<file path="config.mk">
export PLATFORM = sky130hd
export DESIGN_NAME = move_scheduler
export DESIGN_NICKNAME = d
export VERILOG_FILES = /design/src/rtl/maze_pkg.sv /design/src/rtl/move_scheduler_wall_check.sv /design/src/rtl/move_scheduler.sv
export SDC_FILE = /design/constraint.sdc
export NUM_CORES = 1
export LEC_CHECK = 0
export CAP_MARGIN = 25
export CELL_PAD_IN_SITES_DETAIL_PLACEMENT = 1
export CELL_PAD_IN_SITES_GLOBAL_PLACEMENT = 2
export CORE_UTILIZATION = 37
export DETAILED_ROUTE_END_ITERATION = 10
export DONT_BUFFER_PORTS = 1
export PLACE_DENSITY_LB_ADDON = 0.1
export SLEW_MARGIN = 30
export SYNTH_ARGS = -nofsm -noshare
export SYNTH_HDL_FRONTEND = slang
export SYNTH_SLANG_ARGS = --single-unit
</file>
<file path="constraint.sdc">
create_clock -name clk -period 3.5 [get_ports clk]
set_input_delay 0.875 -clock clk [delete_from_list [all_inputs] [get_ports clk]]
set_output_delay 0.875 -clock clk [all_outputs]
set_load 0.01 [all_outputs]
</file>
<file path="src/rtl/maze_pkg.sv">
// Shared maze geometry, agent start positions and scheduler types.
// Wall rectangles match the background maze layer exactly (inclusive bounds).
package maze_pkg;

    typedef enum logic [1:0] {
        UP    = 2'd0,
        DOWN  = 2'd1,
        LEFT  = 2'd2,
        RIGHT = 2'd3
    } dir_t;

    typedef enum logic [2:0] {
        S_IDLE   = 3'd0,
        S_CALC   = 3'd1,
        S_CHECK  = 3'd2,
        S_COMMIT = 3'd3,
        S_DONE   = 3'd4
    } sched_state_t;

    localparam int COORD_W    = 11;
    localparam int HOR_PIXELS = 1024;
    localparam int VER_PIXELS = 768;
    localparam int SPRITE_W   = 32;
    localparam int SPRITE_H   = 32;
    localparam int MAX_AGENTS = 8;

    typedef logic [COORD_W-1:0] coord_t;
    // One extra bit so a box's far edge never wraps
    typedef logic [COORD_W:0]   ext_t;

    typedef struct packed {
        coord_t x0;
        coord_t y0;
        coord_t x1;
        coord_t y1;
    } rect_t;

    localparam coord_t PLAY_X_MIN = 11'd6;
    localparam coord_t PLAY_X_MAX = 11'd1018;
    localparam coord_t PLAY_Y_MIN = 11'd6;
    localparam coord_t PLAY_Y_MAX = 11'd762;

    localparam int N_WALLS = 5;
    localparam rect_t WALL_RECTS [N_WALLS] = '{
        '{x0: 11'd461, y0: 11'd349, x1: 11'd464, y1: 11'd419},  // ghost house left
        '{x0: 11'd560, y0: 11'd349, x1: 11'd563, y1: 11'd419},  // ghost house right
        '{x0: 11'd461, y0: 11'd416, x1: 11'd563, y1: 11'd419},  // ghost house floor
        '{x0: 11'd100, y0: 11'd100, x1: 11'd199, y1: 11'd139},
        '{x0: 11'd800, y0: 11'd600, x1: 11'd899, y1: 11'd639}
    };

    localparam coord_t START_X [MAX_AGENTS] = '{
        11'd496, 11'd470, 11'd510, 11'd300, 11'd40, 11'd900, 11'd40, 11'd900
    };
    localparam coord_t START_Y [MAX_AGENTS] = '{
        11'd720, 11'd370, 11'd370, 11'd200, 11'd40, 11'd40, 11'd700, 11'd700
    };

    function automatic logic boxes_overlap(
        input ext_t ax0, input ext_t ay0, input ext_t ax1, input ext_t ay1,
        input ext_t bx0, input ext_t by0, input ext_t bx1, input ext_t by1
    );
        return (ax0 <= bx1) && (bx0 <= ax1) && (ay0 <= by1) && (by0 <= ay1);
    endfunction

endpackage

</file>
<file path="src/rtl/move_scheduler_wall_check.sv">
// Shared wall-collision checker: tests a sprite-sized query box against every
// wall rectangle and the playfield interior in parallel; hit is registered.
module wall_check
    import maze_pkg::*;
#(
    parameter int POS_W = 11
)(
    input  logic             clk,
    input  logic             rst,
    input  logic [POS_W-1:0] qx,
    input  logic [POS_W-1:0] qy,
    output logic             hit
);

    ext_t qx0_s;
    ext_t qy0_s;
    ext_t qx1_s;
    ext_t qy1_s;
    logic hit_s;
    logic hit_r;

    // Anything leaving the interior counts as wall, as does any rectangle overlap
    always_comb begin
        qx0_s = ext_t'(qx);
        qy0_s = ext_t'(qy);
        qx1_s = qx0_s + ext_t'(SPRITE_W - 1);
        qy1_s = qy0_s + ext_t'(SPRITE_H - 1);
        hit_s = (qx0_s < ext_t'(PLAY_X_MIN)) || (qx1_s > ext_t'(PLAY_X_MAX)) ||
                (qy0_s < ext_t'(PLAY_Y_MIN)) || (qy1_s > ext_t'(PLAY_Y_MAX));
        for (int w = 0; w < N_WALLS; w++) begin
            hit_s = hit_s | boxes_overlap(qx0_s, qy0_s, qx1_s, qy1_s,
                                          ext_t'(WALL_RECTS[w].x0), ext_t'(WALL_RECTS[w].y0),
                                          ext_t'(WALL_RECTS[w].x1), ext_t'(WALL_RECTS[w].y1));
        end
    end

    // Single-cycle checker latency
    always_ff @(posedge clk) begin
        if (rst) begin
            hit_r <= 1'b0;
        end else begin
            hit_r <= hit_s;
        end
    end

    assign hit = hit_r;

endmodule

</file>
<file path="src/rtl/move_scheduler.sv">
// Per-frame agent mover: on each vblnk rising edge, walks agents 0..N-1 through
// one shared wall checker (3 cycles per agent). Optional MOVE_SCHED_COLLIDE_EN adds 'catch'.
module move_scheduler
    import maze_pkg::*;
#(
    parameter int N_AGENTS = 4,
    parameter int STEP     = 1,
    parameter int POS_W    = 11
)(
    input  logic                               clk,
    input  logic                               rst,
    input  logic                               vblnk,
    input  dir_t [N_AGENTS-1:0]                dir_req,
    input  logic [N_AGENTS-1:0]                dir_vld,
    output logic [N_AGENTS-1:0][POS_W-1:0]     xpos,
    output logic [N_AGENTS-1:0][POS_W-1:0]     ypos,
    output logic [N_AGENTS-1:0]                blocked,
    output logic                               busy,
    output logic                               frame_done
`ifdef MOVE_SCHED_COLLIDE_EN
    ,
    output logic                               catch
`endif
);

    localparam int IDX_W = (N_AGENTS > 1) ? $clog2(N_AGENTS) : 1;
    localparam logic [POS_W-1:0] STEP_C = POS_W'(STEP);

    sched_state_t state_r;
    sched_state_t state_next_s;

    logic                              vblnk_d_r;
    logic [IDX_W-1:0]                  idx_r;
    logic [N_AGENTS-1:0][POS_W-1:0]    xpos_r;
    logic [N_AGENTS-1:0][POS_W-1:0]    ypos_r;
    logic [N_AGENTS-1:0]               blocked_r;
    logic                              busy_r;
    logic                              frame_done_r;
    logic [POS_W-1:0]                  cand_x_r;
    logic [POS_W-1:0]                  cand_y_r;
    logic                              under_r;
    logic                              vld_r;

    logic                              start_s;
    logic                              last_s;
    logic                              hit_s;
    logic [POS_W-1:0]                  cur_x_s;
    logic [POS_W-1:0]                  cur_y_s;
    logic [POS_W-1:0]                  cand_x_s;
    logic [POS_W-1:0]                  cand_y_s;
    logic                              under_s;

    assign start_s = vblnk & ~vblnk_d_r;
    assign last_s  = (idx_r == IDX_W'(N_AGENTS - 1));

    wall_check #(.POS_W(POS_W)) u_wall_check (
        .clk (clk),
        .rst (rst),
        .qx  (cand_x_r),
        .qy  (cand_y_r),
        .hit (hit_s)
    );

    // State register
    always_ff @(posedge clk) begin
        if (rst) begin
            state_r <= S_IDLE;
        end else begin
            state_r <= state_next_s;
        end
    end

    // Next-state logic; edges arriving outside IDLE are dropped
    always_comb begin
        state_next_s = state_r;
        case (state_r)
            S_IDLE: begin
                if (start_s) state_next_s = S_CALC;
                else         state_next_s = S_IDLE;
            end
            S_CALC:   state_next_s = S_CHECK;
            S_CHECK:  state_next_s = S_COMMIT;
            S_COMMIT: begin
                if (last_s) state_next_s = S_DONE;
                else        state_next_s = S_CALC;
            end
            S_DONE:   state_next_s = S_IDLE;
            default:  state_next_s = S_IDLE;
        endcase
    end

    // Candidate position for the current agent; flags a move off the low edge
    always_comb begin
        cur_x_s  = xpos_r[idx_r];
        cur_y_s  = ypos_r[idx_r];
        cand_x_s = cur_x_s;
        cand_y_s = cur_y_s;
        under_s  = 1'b0;
        case (dir_req[idx_r])
            UP: begin
                cand_y_s = cur_y_s - STEP_C;
                under_s  = (cur_y_s < STEP_C);
            end
            DOWN:  cand_y_s = cur_y_s + STEP_C;
            LEFT: begin
                cand_x_s = cur_x_s - STEP_C;
                under_s  = (cur_x_s < STEP_C);
            end
            RIGHT: cand_x_s = cur_x_s + STEP_C;
            default: begin
                cand_x_s = cur_x_s;
                cand_y_s = cur_y_s;
            end
        endcase
    end

    // Per-agent datapath: sample in CALC, resolve in COMMIT
    always_ff @(posedge clk) begin
        if (rst) begin
            vblnk_d_r    <= 1'b0;
            idx_r        <= '0;
            blocked_r    <= '0;
            busy_r       <= 1'b0;
            frame_done_r <= 1'b0;
            cand_x_r     <= '0;
            cand_y_r     <= '0;
            under_r      <= 1'b0;
            vld_r        <= 1'b0;
            for (int i = 0; i < N_AGENTS; i++) begin
                xpos_r[i] <= POS_W'(START_X[i]);
                ypos_r[i] <= POS_W'(START_Y[i]);
            end
        end else begin
            vblnk_d_r    <= vblnk;
            busy_r       <= (state_next_s == S_CALC) || (state_next_s == S_CHECK) ||
                            (state_next_s == S_COMMIT);
            frame_done_r <= (state_next_s == S_DONE);
            case (state_r)
                S_IDLE: idx_r <= '0;
                S_CALC: begin
                    cand_x_r <= cand_x_s;
                    cand_y_r <= cand_y_s;
                    under_r  <= under_s;
                    vld_r    <= dir_vld[idx_r];
                end
                S_COMMIT: begin
                    if (!vld_r) begin
                        blocked_r[idx_r] <= 1'b0;
                    end else if (hit_s || under_r) begin
                        blocked_r[idx_r] <= 1'b1;
                    end else begin
                        xpos_r[idx_r]    <= cand_x_r;
                        ypos_r[idx_r]    <= cand_y_r;
                        blocked_r[idx_r] <= 1'b0;
                    end
                    if (!last_s) idx_r <= idx_r + IDX_W'(1);
                    else         idx_r <= '0;
                end
                default: idx_r <= idx_r;
            endcase
        end
    end

    assign xpos       = xpos_r;
    assign ypos       = ypos_r;
    assign blocked    = blocked_r;
    assign busy       = busy_r;
    assign frame_done = frame_done_r;

`ifdef MOVE_SCHED_COLLIDE_EN
    logic overlap_s;
    logic catch_r;

    // Player box against every ghost box on committed positions
    always_comb begin
        overlap_s = 1'b0;
        for (int g = 1; g < N_AGENTS; g++) begin
            overlap_s = overlap_s | boxes_overlap(
                ext_t'(xpos_r[0]), ext_t'(ypos_r[0]),
                ext_t'(xpos_r[0]) + ext_t'(SPRITE_W - 1), ext_t'(ypos_r[0]) + ext_t'(SPRITE_H - 1),
                ext_t'(xpos_r[g]), ext_t'(ypos_r[g]),
                ext_t'(xpos_r[g]) + ext_t'(SPRITE_W - 1), ext_t'(ypos_r[g]) + ext_t'(SPRITE_H - 1));
        end
    end

    // Catch pulses the cycle after DONE
    always_ff @(posedge clk) begin
        if (rst) begin
            catch_r <= 1'b0;
        end else begin
            catch_r <= (state_r == S_DONE) && overlap_s;
        end
    end

    assign catch = catch_r;
`endif

endmodule

</file>
Word level (Yosys, flattened, before mapping)
Index checks and enable logic that the tools add are counted.
{"block": "word_totals", "inputBits": 15, "mem_count": 0, "latch_bits": 0, "wordCells": 121, "ramBits": 0, "romBits": 0, "output_inout_bits": 94, "regBits": 125}
{"block": "classes", "eq_ne": 11, "order_cmp": 23, "shifts": 0, "bitwise": 11, "multipliers": 0, "reduce_logical": 26, "n_addsub": 7, "n_div": 0, "n_mux": 24}
{"op": "$bwmux 44", "count": 2}
{"op": "$bmux 11 s2", "count": 2}
{"op": "$pmux 11 s2", "count": 2}
{"op": "$le 10x12->1 const A", "count": 3}
{"op": "$le 9x12->1 const A", "count": 3}
{"op": "$le 11x10->1 const B", "count": 3}
{"op": "$mux 11", "count": 3}
{"op": "$add 11x5->12 const B", "count": 2}
{"op": "$gt 12x10->1 const B", "count": 2}
{"op": "$le 7x12->1 const A", "count": 2}
{"op": "$add 11x1->11 const B", "count": 2}
{"op": "$demux 11 s2", "count": 1}
{"op": "$le 11x8->1 const B", "count": 2}
{"op": "$le 11x9->1 const B", "count": 2}
{"op": "$lt 11x1->1 const B", "count": 2}
{"op": "$lt 11x3->1 const B", "count": 2}
{"op": "$sub 11x1->11 const B", "count": 2}
{"op": "$logic_and 1x1->1", "count": 16}
{"op": "$eq 3x2->1 const B", "count": 4}
{"op": "$pmux 3 s4", "count": 1}
{"op": "$mux 4", "count": 2}
{"op": "$eq 2x2->1 const B", "count": 3}
{"op": "$eq 3x1->1 const B", "count": 2}
{"op": "$logic_or 1x1->1", "count": 6}
{"op": "23 further kinds", "count": 31}

Longest topological paths before layout
Gate-level depths: netlist of run 1.
{"block": "depth", "depth_word": 10, "ltp_mapped": 12, "ltp_nobuf": 9}

Cells and area by module
Synthesis of run 1 repeated with hierarchy kept, for this count alone.
{"block": "unflattened", "hier_cells": 963, "hier_area_um2": 7403.4}
{"module": "move_scheduler", "area_per_inst_um2": 5775.5, "cells_each": 700, "n_inst": 1, "seq_area_each_um2": 2482.4}
{"module": "wall_check", "area_per_inst_um2": 1627.8, "cells_each": 263, "n_inst": 1, "seq_area_each_um2": 20.0}

Worst setup path before layout of run 1
No wires, ideal clock.
{"block": "synth_path", "kind": "reg-to-reg", "startpoint": "register cand_x_r[0]", "endpoint": "register u_wall_check.hit_r (netlist: u_wall_check.hit)", "synth_period_minus_slack_ns": 2.634, "t_arrival_ns": 2.496, "setup_ns": 0.138, "slack_ns": 0.866, "path_buffers": 1, "required_ns": 3.362, "path_stages_with_launch": 11, "path_cell_list": "dfxtp_1 -> clkbuf_1 -> inv_1 -> ha_1 -> or4b_1 -> nand3_1 -> mux2_2 -> nor4_1 -> a211oi_1 -> a41oi_1 -> a41oi_1"}
{"block": "synth_between", "elab_chain_cells": 10, "elab_cells_between_ends": 34, "cone_classes": "1 x add/sub; 10 x order compare; 5 x bitwise; 18 x reduce/logical"}
{"element": "from (decl)", "line": "move_scheduler.sv:39", "text": "logic [POS_W-1:0] cand_x_r;"}
{"element": "from (signal assigned)", "line": "move_scheduler.sv:141", "text": "cand_x_r <= cand_x_s;"}
{"element": "$add 11x5->12", "line": "move_scheduler_wall_check.sv:26", "text": "qx1_s = qx0_s + ext_t'(SPRITE_W - 1);"}
{"element": "$gt 12x10->1 or $le 9x12->1 (tied branches)", "line": "move_scheduler_wall_check.sv:28, maze_pkg.sv:63"}
{"element": "$logic_or 1x1->1 or $logic_and 1x1->1 (tied branches) (2 in a row)", "line": "move_scheduler_wall_check.sv:28, maze_pkg.sv:63"}
{"element": "$logic_or 1x1->1 or $logic_and 1x1->1 (tied branches)", "line": "move_scheduler_wall_check.sv:29, maze_pkg.sv:63"}
{"element": "$or 1x1->1 (4 in a row)", "line": "move_scheduler_wall_check.sv:31", "text": "hit_s = hit_s | boxes_overlap(qx0_s, qy0_s, qx1_s, qy1_s,"}
{"element": "$or 1x1->1 (*)", "line": "move_scheduler_wall_check.sv:31"}
{"element": "to (signal assigned)", "line": "move_scheduler_wall_check.sv:42", "text": "hit_r <= hit_s;"}
{"element": "to (decl)", "line": "move_scheduler_wall_check.sv:20", "text": "logic hit_r;"}
Every way passes the cells marked *; elsewhere a longest branch is shown, timed or not.
A chain may end at the register's enable or synchronous reset.

Final worst setup path of run 1
Ends and elaborated chain as after synthesis.

==> results of run 1 <==
[kinds of logic (layout without fill, tap and decap cells)]
logic type,Yosys count,in the layout
DFF,125,125
buffers and inverters,98,74
muxes,30,30
AOI/OAI and AO/OA,187,187
xor gates and xnor gates,27,27
and+or+nand+nor,439,439
adders and majority gates,13,13
[layer usage]
layer	wire length [microns]	vias up
met5	0	-
met4	504	0
met3	1520	31
met2	12400	172
met1	12200	3409
li1	-	3159
[state kept, by name (all words and copies together) (netlist names), named ones only]
signal            count
vld_r                 1
xpos                 44
u_wall_check.hit      1
state_r               3
ypos                 44
vblnk_d_r             1
idx_r                 2
cand_x_r             11
under_r               1
busy                  1
frame_done            1
cand_y_r             11
[cells in the mapped netlist (all sizes together) (7+ instances only)]
library cell	count
nand2	239
dfxtp	125
a21oi	86
clkbuf	66
nor2	45
nand3b	44
o21ai	28
mux4	25
nand3	21
inv	17
nor3	16
xnor2	14
ha	13
nor4	13
xor2	13
buf	12
a211oi	10
a31oi	8
nand2b	8
and2	7
nand4	7
[area by class of cell]
cell class | count | area [sq um]
sequential | 125 | 2500
timing repair buffer | 22 | 178
inverter | 20 | 75.1
fill | 2268 | 10900
tap | 260 | 325
clock inverter | 14 | 229
clock buffer | 18 | 429
multi-input combinational | 696 | 4340
[power by group]
part           switching [mW]  leakage [nW]  internal [mW]
Clock                   0.711         0.321           1.28
Sequential              0.183          1.01           1.48
Combinational           0.543          1.58          0.342
Total                    1.44          2.91           3.10
[critical path: stages (launching register included)]
cell and delay, ns:
sky130_fd_sc_hd__dfxtp_1 0.51, sky130_fd_sc_hd__inv_1 0.20, sky130_fd_sc_hd__ha_1 0.32, sky130_fd_sc_hd__or4b_1 0.56, sky130_fd_sc_hd__nand3_1 0.18, sky130_fd_sc_hd__mux2_2 0.38, sky130_fd_sc_hd__nor4_1 0.33, sky130_fd_sc_hd__a211oi_1 0.14
sky130_fd_sc_hd__a41oi_1 0.18, sky130_fd_sc_hd__a41oi_1 0.14
[final timing paths]
check | from | slack [ns] | endpoint | cells past startpoint
max | cand_x_r[0] | 0.44 | u_wall_check.hit | 9
min | vld_r | 0.46 | vld_r | 2
max reg2reg | cand_x_r[0] | 0.44 | u_wall_check.hit | 9
min reg2reg | vld_r | 0.46 | vld_r | 2
[metrics by stage]
step / cells / util [%] / total power [mW]
after floorplan: 919 / - / 2.29
after global placement: 1123 / 39.2 / 2.55
after detailed placement: 1123 / 39.2 / 2.56
after CTS: 1155 / 42.6 / 4.56
after global routing: 1155 / 42.6 / 4.74
final: 1155 / 42.6 / 4.54
==> results.md, run 1 <==
- The most used routing layer is met2.
- The main combinational cell family by area after synthesis is simple AND/OR/NAND/NOR gates.
- The total routed wirelength is 26.7 mm.
- The clock input transition at the sequential cells of the worst setup and hold paths is 0.06 ns.
- The synthesis warning total is 0.
- Setup repair after global routing left no endpoint under its margin.
- The per-instance average area after synthesis is 7.87 sq um.
- The max-cap violation count is 0.
- The final worst clock skew is 0.0137 ns.
- At the end of routability-driven placement, the weighted congestion stood at 0.921.
- Buffers placed on the I/O ports in this run total 0.
- The number of antenna violations at the first check in global routing is 0.
- After routing the design area is 8080 sq um.
- The fraction of final layout cells with drive strength greater than 1 is 10.6%.
- Dividing the detail-routed wire length by the instance count gives 23.1 microns.
- The largest voltage drop on the vdd net is 0.000360 V.
- The area growth from synthesis to layout is 11.7%.
- The post-synthesis instance total is 919.
- The number of setup buffers added after CTS is 0.
- The worst path needs 3.06 ns of the cycle, external delays included.
- The area fraction of the dominant cell type after synthesis is 34.6%.
- Gates resized during post-CTS repair numbered 0.
- The critical path is of the register to register type.
- The H-tree was split into 4 levels.
- Once placement finished, the instance area stood at 7420 sq um.
- Buffers inserted to repair hold after CTS numbered 0.
- The library cells used most frequently in the layout, excluding fill and tap cells, are sky130_fd_sc_hd__nand2_1 (239), sky130_fd_sc_hd__dfxtp_1 (123), sky130_fd_sc_hd__a21oi_1 (85).
- The type of element launching the critical path is a register.
- The fraction of met3 tracks used by global routing is 6.72%.
- The root buffer cell chosen for the clock tree is sky130_fd_sc_hd__clkbuf_16.
- Global routing consumed, over all layers together, 27.5% of the routing resources.
- The number of vias after detailed routing is 6771.
- The overall die area is 20100 sq um.
- By area the synthesized netlist is led by sky130_fd_sc_hd__dfxtp_1 (35%), sky130_fd_sc_hd__nand2_1 (12%), sky130_fd_sc_hd__mux4_2 (7.8%), sky130_fd_sc_hd__a21oi_1 (5.9%), sky130_fd_sc_hd__nand3b_1 (4.6%).
- Measured along the x axis, the die boundary spans 142 microns.
- The initial utilization of the core area, before any placement, comes to 38.2%.
- The post-synth design cell area is 7240 sq um.
- Once detailed placement completed, the half-perimeter wirelength came to 18.7 mm.
- The power density over the cells is 561 nW/um^2.
- The clock net in this run drives a total of 125 sinks.
- STA classifies the critical path endpoint as a register.
- The first detailed-routing pass ran for 4 iterations.
- The detailed router finished its first iteration with 318 violations.
- The final count of negative-setup-slack endpoints is 0.
- The first-pass GRT wire length is 41.9 mm.
- Of all nets on the critical path, the largest fanout is 15.
- The type of the most critical hold path is register to register.
- The data required time at the worst endpoint is 3.78 ns.
- The synthesized design contains 0 enable-type register cells.
- The flop and latch count out of synthesis is 125.
- For this run, the leading register cell type out of synthesis is sky130_fd_sc_hd__dfxtp_1.
- The xor-xnor portion of the synthesized cell area is 3.27%.
- Static timing analysis puts the maximum clock frequency at 327 MHz.
- The count of different cell masters after synthesis is 75.
- Of all flip-flops after synthesis, the portion carrying an async set or reset was 0%.
- After the last flow step, the layout net total stands at 910.
- The residual DRC count is 0.
- The proportion of synthesized area in mux cells is 8.51%.
- The slew at the pin with the worst max-slew slack is 0.863 ns.
- At the placement stage, the worst setup path has a slack of 0.469 ns.
- The floorplan step set the die height to 142 microns.
- The tightest hold path in the finished design has a slack of 0.463 ns.
- The max-slew violation total from the final report came to 0.
- The repair_antennas step left the layout with diodes totalling 0.
- Once detail routing completed, the nets flagged for antenna violations numbered 0.
- Summed over all instances, the cell type with the most area after synthesis is sky130_fd_sc_hd__dfxtp_1.
- The final critical-path setup slack is 0.442 ns.
- The met1 usage in global routing is 36.3%.
- TritonCTS built the clock tree.
- After detailed routing, the number of vias per cell comes to 5.86.
- The endpoint arrival time on the critical path is 3.34 ns.
- The via count of the first global-routing pass was 6987.
- The placeable core region is 19000 sq um.
- For this run, the register share of the synthesized area comes to 34.6%.
- In this run the static leakage power is 2.91 nW.
- The post-synthesis share of cell area spent on full adders, half adders and majority gates is 2.25%.
- The worst pin sits at a relative slew slack of 42.4%.
- Counting along the longest clock path gives a buffer depth of 2.
- After floorplanning, the core was divided into 50 placement rows.
- The met2 routing resource usage after global routing is 44.5%.
- The total negative slack for setup checks is 0 ns.
- The remaining global-route overflow is 0.
- The number of clock buffers inserted by TritonCTS is 17.
- Summing the areas of all compound-gate instances in the mapped netlist gives 16.2% of the synthesized area.
- Dividing the final minimum period by the clock period gives 87.4%.
- 109 I/O pins were placed.
- The leading cell type in the layout, fill and taps excluded is sky130_fd_sc_hd__nand2_1.
- After Yosys synthesis, and, or, nand and nor cells account for 29.7% of the synthesized area.
- For the worst-skew pair, the clock arrives at the later sink with an insertion delay of 0.42 ns.
- The run finished with clean final reports.
- The count of final hold-check violations is 0.
- Entering global routing, the biggest net connects 128 pins.
- The number of nets handed over by synthesis was 947.
Power figures use the tool's default switching activity.
==> run 2, diff against run 1 <==
- SETUP_SLACK_MARGIN: not set -> 0.4
==> run 2 against run 1 <==
Net effect: global-route usage is the same; combinational power barely moved; worst hold slack about the same; register-to-register slack better by 0.15 ns; count of clock-buffer cells in the layout did not move; critical path depth unchanged; design area hardly changed; flip-flop and latch count unchanged; sequential share of layout area is essentially flat; non-clock buffer count unchanged; sequential power is essentially flat.
==> results.md, run 2 (synthesized netlist as in run 1, its figures left out) <==
- The clock insertion delay at the later pin of the skew report was 0.42 ns (about the same).
- The number of setup buffers added after CTS is 0 (unchanged).
- The vertical die dimension is 142 microns (unchanged).
- The I/O pin count was 109 (unchanged).
- The type of element launching the critical path is a register.
- The largest voltage drop on the vdd net is 0.000361 V (+0.11%).
- The area growth from synthesis to layout is 11.8% (about the same).
- The via count of the first global-routing pass came to 6987 (unchanged).
- The number of cell instances on the worst register-to-register path came to 9 (unchanged).
- The number of nets still failing antenna checks after routing is 0 (unchanged).
- The starting density of the core is 38.2% (unchanged).
- The number of clock buffers inserted by TritonCTS came to 17 (unchanged).
- The fraction of the cycle the final worst path needs is 83.1% (-4.3 points).
- The count of antenna diodes in the layout is 0 (unchanged).
- The overall die area is 20100 sq um (unchanged).
- The post-route non-filler standard cell count was 1155 (unchanged).
- The delay of the slowest cell on the worst path is 0.56 ns (about the same).
- The residual DRC count came to 0 (unchanged).
- STA classifies the critical path endpoint as a register.
- The data required time at the worst endpoint is 3.78 ns (about the same).
- The worst reg-to-reg setup slack is 0.59 ns (+0.15 ns).
- Setup repair after global routing could not meet its margin everywhere.
- The type of the most critical hold path is register to register.
- The final count of negative-setup-slack endpoints was 0 (unchanged).
- For this design, the slowest cell found on the critical path is sky130_fd_sc_hd__or4b_1.
- The cell that appears most often on the critical path is sky130_fd_sc_hd__a41oi_1.
- The horizontal die dimension is 142 microns (unchanged).
- The share of total power in combinational logic was 19.5% (about the same).
- The via count normalized by instance count is 5.86 (-0.10%).
- The iteration-0 DRC count of the detailed router is 312 (-1.9%).
- Clock tree synthesis selected as its root buffer the cell sky130_fd_sc_hd__clkbuf_16.
- The switching part of the total came to 31.7% (about the same).
- The weighted congestion at the end of routability-driven global placement is 0.921 (unchanged).
- The net total in the final layout came to 910 (unchanged).
- The detailed-router iteration count before antenna repair is 4 (unchanged).
- The sink of the worst hold path is vld_r.
- The fraction of final layout cells with drive strength greater than 1 is 10.8% (+0.22 points).
- In this run the most critical hold path is launched from vld_r.
- The clock input transition at the sequential cells of the worst setup and hold paths is 0.06 ns (about the same).
- The minimum period implied by the final worst setup slack was 2.91 ns (-0.151 ns).
- The half-perimeter wire length of the detailed placement result is 18.7 mm (unchanged).
- The number of I/O port buffers came to 0 (unchanged).
- The max-cap violation count is 0 (unchanged).
- The endpoint arrival time on the critical path came to 3.19 ns (-0.15 ns).
- The top cell types in the final layout, fill and taps aside, are sky130_fd_sc_hd__nand2_1 (239), sky130_fd_sc_hd__dfxtp_1 (121), sky130_fd_sc_hd__a21oi_1 (85).
- The static leakage came to 2.91 nW (about the same).
- The total negative slack for setup checks is 0 ns (unchanged).
- The count of final hold-check violations is 0 (unchanged).
- The worst relative slew slack is 42.4% (about the same).
- The maximum number of pins on one net before global-route repair is 128 (unchanged).
- The critical path is of the register to register type.
- The CTS tree is yes.
- The number of placed cells counting well taps is 1123 (unchanged).
- The number of stages on the worst hold path is 2 (unchanged).
- The worst-case setup slack after placement was 0.469 ns (unchanged).
- The maximum fanout count along the critical path is 15 (unchanged).
- The total power of the final layout is 4.54 mW (about the same).
- The placement row count is 50 (unchanged).
- The startpoint identified for the worst register-to-register timing path is cand_x_r[0].
- The net switching power figure is 1.44 mW (about the same).
- The total track usage is 27.5% (unchanged).
- The clock sink total is 125 (unchanged).
- The average wire per standard cell was 23.1 microns (about the same).
- The max-slew violation total from the final report is 0 (unchanged).
- The signal on the critical path passes through inv_1 > ha_1 > or4b_1 > nand3_1 > mux2_2 > nor4_1 > a211oi_1 > a41oi_1 > a41oi_1.
- The number of antenna violations at the first check in global routing came to 0 (unchanged).
- The first-pass GRT wire length was 41.9 mm (unchanged).
- The reg-to-reg endpoint is u_wall_check.hit.
- The placeable core region is 19000 sq um (unchanged).
- The power density over the cells is 561 nW/um^2 (about the same).
- The maximum clock frequency is 344 MHz (+5.2%).
- The remaining global-route overflow came to 0 (unchanged).
- The final worst clock skew was 0.0150 ns (+0.00131 ns).
- The slew at the pin with the worst max-slew slack came to 0.863 ns (+0.00000161 ns).
- The flow ran to the end, and the final reports show no timing, DRC or antenna violations.
- The proportion of power drawn by the clock network is 43.9% (about the same).
- The number of vias after detailed routing is 6764 (-0.10%).
- The buffer levels on the longest clock path is 2 (unchanged).
- The leading cell type in the layout, fill and taps excluded is sky130_fd_sc_hd__nand2_1.
- The internal power of the cells was 3.10 mW (about the same).
- The fraction of power consumed by sequential logic is 36.6% (about the same).
- The number of levels the H-tree was split into is 4 (unchanged).
- The total routed wirelength is 26.7 mm (about the same).
- The final critical-path setup slack is 0.592 ns (+0.151 ns).
run 2: worst max path at each step:
stage	startpoint	to	slack [ns]	cells after the start
3_3_place_gp	cand_x_r[0]	u_wall_check.hit	0.49	9
4_1_cts	cand_x_r[1]	u_wall_check.hit	0.45	9
5_1_grt	cand_x_r[1]	u_wall_check.hit	0.37	9
6_report	cand_x_r[0]	u_wall_check.hit	0.59	9
2_1_floorplan	cand_x_r[0]	u_wall_check.hit	0.87	10
3_5_place_dp	cand_x_r[0]	u_wall_check.hit	0.47	9
run 2: layout make-up:
cell class / instances / area, sq um
Clock buffer: 18 / 429
Fill cell: 2268 / 10900
Timing Repair Buffer: 22 / 178
Tap cell: 260 / 325
Inverter: 20 / 75.1
Clock inverter: 14 / 229
Multi-Input combinational cell: 696 / 4340
Sequential cell: 125 / 2510
run 2: timing repair:
item	in CTS	in global routing
setup endpoints to repair	0	5
hold buffers	0	0
gates resized for setup	0	3
endpoints found under the hold margin	0	0
run 2: through the flow:
stage,instance area [sq um],utilization (%),hold WS [ns]
after floorplan,7240,-,0.440
after global placement,7420,39.2,0.450
after detailed placement,7420,39.2,0.453
after CTS,8080,42.6,0.462
after global routing,8090,42.7,0.488
final,8090,42.7,0.462
run 2: metal layers:
layer / up-vias / global-route usage, % / routed length [microns]
met1: 3401 / 36.3 / 12300
met2: 172 / 44.5 / 12400
met3: 31 / 6.72 / 1500
li1: 3160 / - / -
met5: - / 0 / 0
met4: 0 / 7.75 / 503
run 2: power by group through the flow:
stage	Sequential, mW	Combinational (mW)	Clock (mW)
floorplan	1.54	0.743	0
finish	1.66	0.886	1.99
global placement	1.68	0.862	0
CTS	1.66	0.882	2.02
global route	1.68	0.975	2.09
detailed placement	1.69	0.876	0
run 2: critical path: cells and delay by family, from the launching register on:
family	cells	cell delay [ns]
compound gates	3	0.46
fa+ha+maj	1	0.31
buf+inv	1	0.14
flops	1	0.42
mux	1	0.38
simple gates	3	1.07
==> run 3, diff against run 2 <==
- clock period: 3.5 -> 2.95 ns (I/O delays scaled with it)
==> run 3 against run 2 <==
Net effect: total power rose by 22%; sequential share of layout area down 2.1 points; setup slack worse by 0.18 ns; critical path depth shrank 1; wire length up 3.0%; combinational power up 49%.
==> results.md, run 3 (synthesized netlist as in run 1, its figures left out) <==
- The most used routing layer is met2.
- The total negative slack for setup checks was 0 ns (unchanged).
- The met1 usage in global routing came to 35.3% (-1.0 points).
- The root buffer selected by CTS is sky130_fd_sc_hd__clkbuf_16.
- The clock input transition at the sequential cells of the worst setup and hold paths was 0.06 ns (about the same).
- The weighted congestion at the end of routability-driven global placement is 0.924 (+0.35%).
- The signal on the critical path passes through buf_4 > nor4b_4 > buf_4 > o32ai_1 > a31oi_1 > o32ai_1 > nor4_1 > a41oi_2.
- The kind of end point of the critical path is a register.
- The count of buffering cells on the critical path with inverters included is 2 (+1).
- The fraction of final layout cells with drive strength greater than 1 is 18.2% (+7.3 points).
- The via count of the first global-routing pass is 7138 (+2.2%).
- The gate family responsible for the most delay along the worst path is compound AO/OA/AOI/OAI gates.
- The fraction of met3 tracks used by global routing is 7.29% (+0.57 points).
- The number of clock buffers inserted by TritonCTS is 17 (unchanged).
- The iteration-0 DRC count of the detailed router is 333 (+6.7%).
- The maximum fanout count along the critical path is 9 (-6).
- The endpoint arrival time on the critical path is 2.81 ns (-0.38 ns).
- The number of buffers inserted by hold repair at cts is 0 (unchanged).
- The met2 routing resource usage after global routing was 44.0% (-0.52 points).
- The delay of the slowest cell on the worst path was 0.41 ns (-0.15 ns).
- The number of levels the H-tree was split into came to 4 (unchanged).
- By startpoint and endpoint, the worst setup path is classified as register to register.
- The max-slew violation total from the final report is 0 (unchanged).
- The run finished with clean final reports.
- The area of combinational cells with multiple inputs is 4530 sq um (+4.3%).
- TritonCTS built the clock tree.
- The area growth from synthesis to layout is 20.0%.
- The number of antenna violations at the first check in global routing is 0 (unchanged).
- The static leakage is 3.22 nW (+10%).
- The path class of the tightest hold or removal check is input port to register.
- The slew at the pin with the worst max-slew slack is 0.591 ns (-0.272 ns).
- The placeable core region is 19000 sq um (unchanged).
- The fraction of the cycle the final worst path needs came to 86.0% (+3.0 points).
- The via count normalized by instance count came to 5.85 (-0.16%).
- The total routed wirelength is 27.5 mm (+3.0%).
- The I/O pin count is 109 (unchanged).
- The starting density of the core was 38.2% (unchanged).
- The max-cap violation count is 0 (unchanged).
- The standard cell area after detailed placement is 7570 sq um (+2.0%).
- The sequential cell area is 2510 sq um (+0.15%).
- The overall die area is 20100 sq um (unchanged).
- The horizontal die dimension is 142 microns (unchanged).
- The count of antenna diodes in the layout is 0 (unchanged).
- The number of I/O port buffers came to 0 (unchanged).
- The number of fill cells in the layout is 2242 (-1.1%).
- The remaining global-route overflow is 0 (unchanged).
- The first-pass GRT wire length came to 41.5 mm (-0.89%).
- The power density over the cells came to 636 nW/um^2 (+13%).
- The minimum period implied by the final worst setup slack is 2.54 ns (-0.370 ns).
- The placement row count came to 50 (unchanged).
- The largest voltage drop on the vdd net was 0.000400 V (+11%).
- The buffer levels on the longest clock path is 2 (unchanged).
- The detailed-router iteration count before antenna repair is 4 (unchanged).
- On the critical path, the stage with the largest delay is an instance of sky130_fd_sc_hd__dfxtp_1.
- The final worst clock skew is 0.00971 ns (-0.00528 ns).
- The post-route non-filler standard cell count is 1202 (+4.1%).
- The average wire per standard cell is 22.9 microns (-0.99%).
- The worst relative slew slack was 60.5% (+18 points).
- The top cell types in the final layout, fill and taps aside, are sky130_fd_sc_hd__nand2_1 (239), sky130_fd_sc_hd__dfxtp_1 (120), sky130_fd_sc_hd__a21oi_1 (85).
- The total track usage is 27.3% (-0.14 points).
- The number of nets still failing antenna checks after routing came to 0 (unchanged).
- The number of placed cells counting well taps was 1141 (+1.6%).
- The finished layout cell area is 8680 sq um (+7.4%).
- The net total in the final layout is 957 (+5.2%).
- The worst setup path is launched from a register.
- The residual DRC count is 0 (unchanged).
- Leaving out fill and tap cells, the most frequent cell in the layout is sky130_fd_sc_hd__nand2_1.
- The data required time at the worst endpoint is 3.22 ns (-0.56 ns).
- The maximum number of pins on one net before global-route repair is 128 (unchanged).
- The clock insertion delay at the later pin of the skew report was 0.43 ns (about the same).
- The final count of negative-setup-slack endpoints was 0 (unchanged).
- The maximum clock frequency is 394 MHz (+15%).
- The number of vias after detailed routing was 7028 (+3.9%).
- The vertical die dimension came to 142 microns (unchanged).
- The half-perimeter wire length of the detailed placement result is 18.4 mm (-1.2%).
- The clock sink total came to 125 (unchanged).
- The count of final hold-check violations is 0 (unchanged).
- Setup repair after global routing could not meet its margin everywhere.
- The minimum hold slack is 0.390 ns (-0.0725 ns).
[run 3: cell count changes in the layout (fill, tap and decap cells not counted), sizes merged]
cell	delta
buf	+45
clkbuf	+3
clkinv	-2
bufinv	-1
clkinvlp	+1
inv	+1
[run 3: area by class of cell]
class / instances / area share (%)
Clock buffer: 19 / 5.10
Timing Repair Buffer: 69 / 6.83
Sequential cell: 125 / 28.9
Tap cell: 260 / 3.75
Inverter: 20 / 0.893
Clock inverter: 13 / 2.33
Multi-Input combinational cell: 696 / 52.1
[run 3: path summary, 6_finish.rpt]
kind | start | to | slack [ns] | cells after the start
setup / recovery | cand_x_r[2] | u_wall_check.hit | 0.41 | 8
hold / removal | rst | xpos[2] | 0.39 | 1
setup reg to reg | cand_x_r[2] | u_wall_check.hit | 0.41 | 8
hold reg to reg | vld_r | vld_r | 0.47 | 2
[run 3: report_power, final]
group / internal (mW) / total [mW] / switching [mW] / leakage (nW)
logic: 0.525 / 1.32 / 0.799 / 1.89
clock network: 1.46 / 2.33 / 0.863 / 0.313
registers: 1.75 / 1.87 / 0.116 / 1.02
total: 3.74 / 5.52 / 1.78 / 3.22
[run 3: metal layers]
metal | wire length [microns] | up-vias
met4 | 659 | 0
met3 | 1610 | 43
met2 | 12800 | 195
met5 | 0 | -
met1 | 12400 | 3534
li1 | - | 3256
[run 3: worst reg2reg max path, delay by kind of cell (launching register included)]
family	cells	cell delay [ns]
AO/OA/AOI/OAI	4	0.80
AND/OR/NAND/NOR	2	0.74
buffers and inverters	2	0.44
flip-flops	1	0.41
[run 3: stage by stage]
| stage | setup WS (ns) | total power [mW] | util, % |
|---|---|---|---|
| final | 0.412 | 5.52 | 45.8 |
| after global routing | 0.321 | 5.77 | 45.8 |
| after CTS | 0.410 | 5.49 | 43.9 |
| after detailed placement | 0.174 | 3.13 | 39.9 |
| after global placement | 0.130 | 3.10 | 39.9 |
| after floorplan | 0.398 | 2.72 | - |
[run 3: repair_timing]
item / in CTS / in global routing
setup buffers: 6 / 21
setup endpoints to repair: 16 / 11
cloned: 0 / 2
pin swaps: 1 / 6
resized for setup: 14 / 26
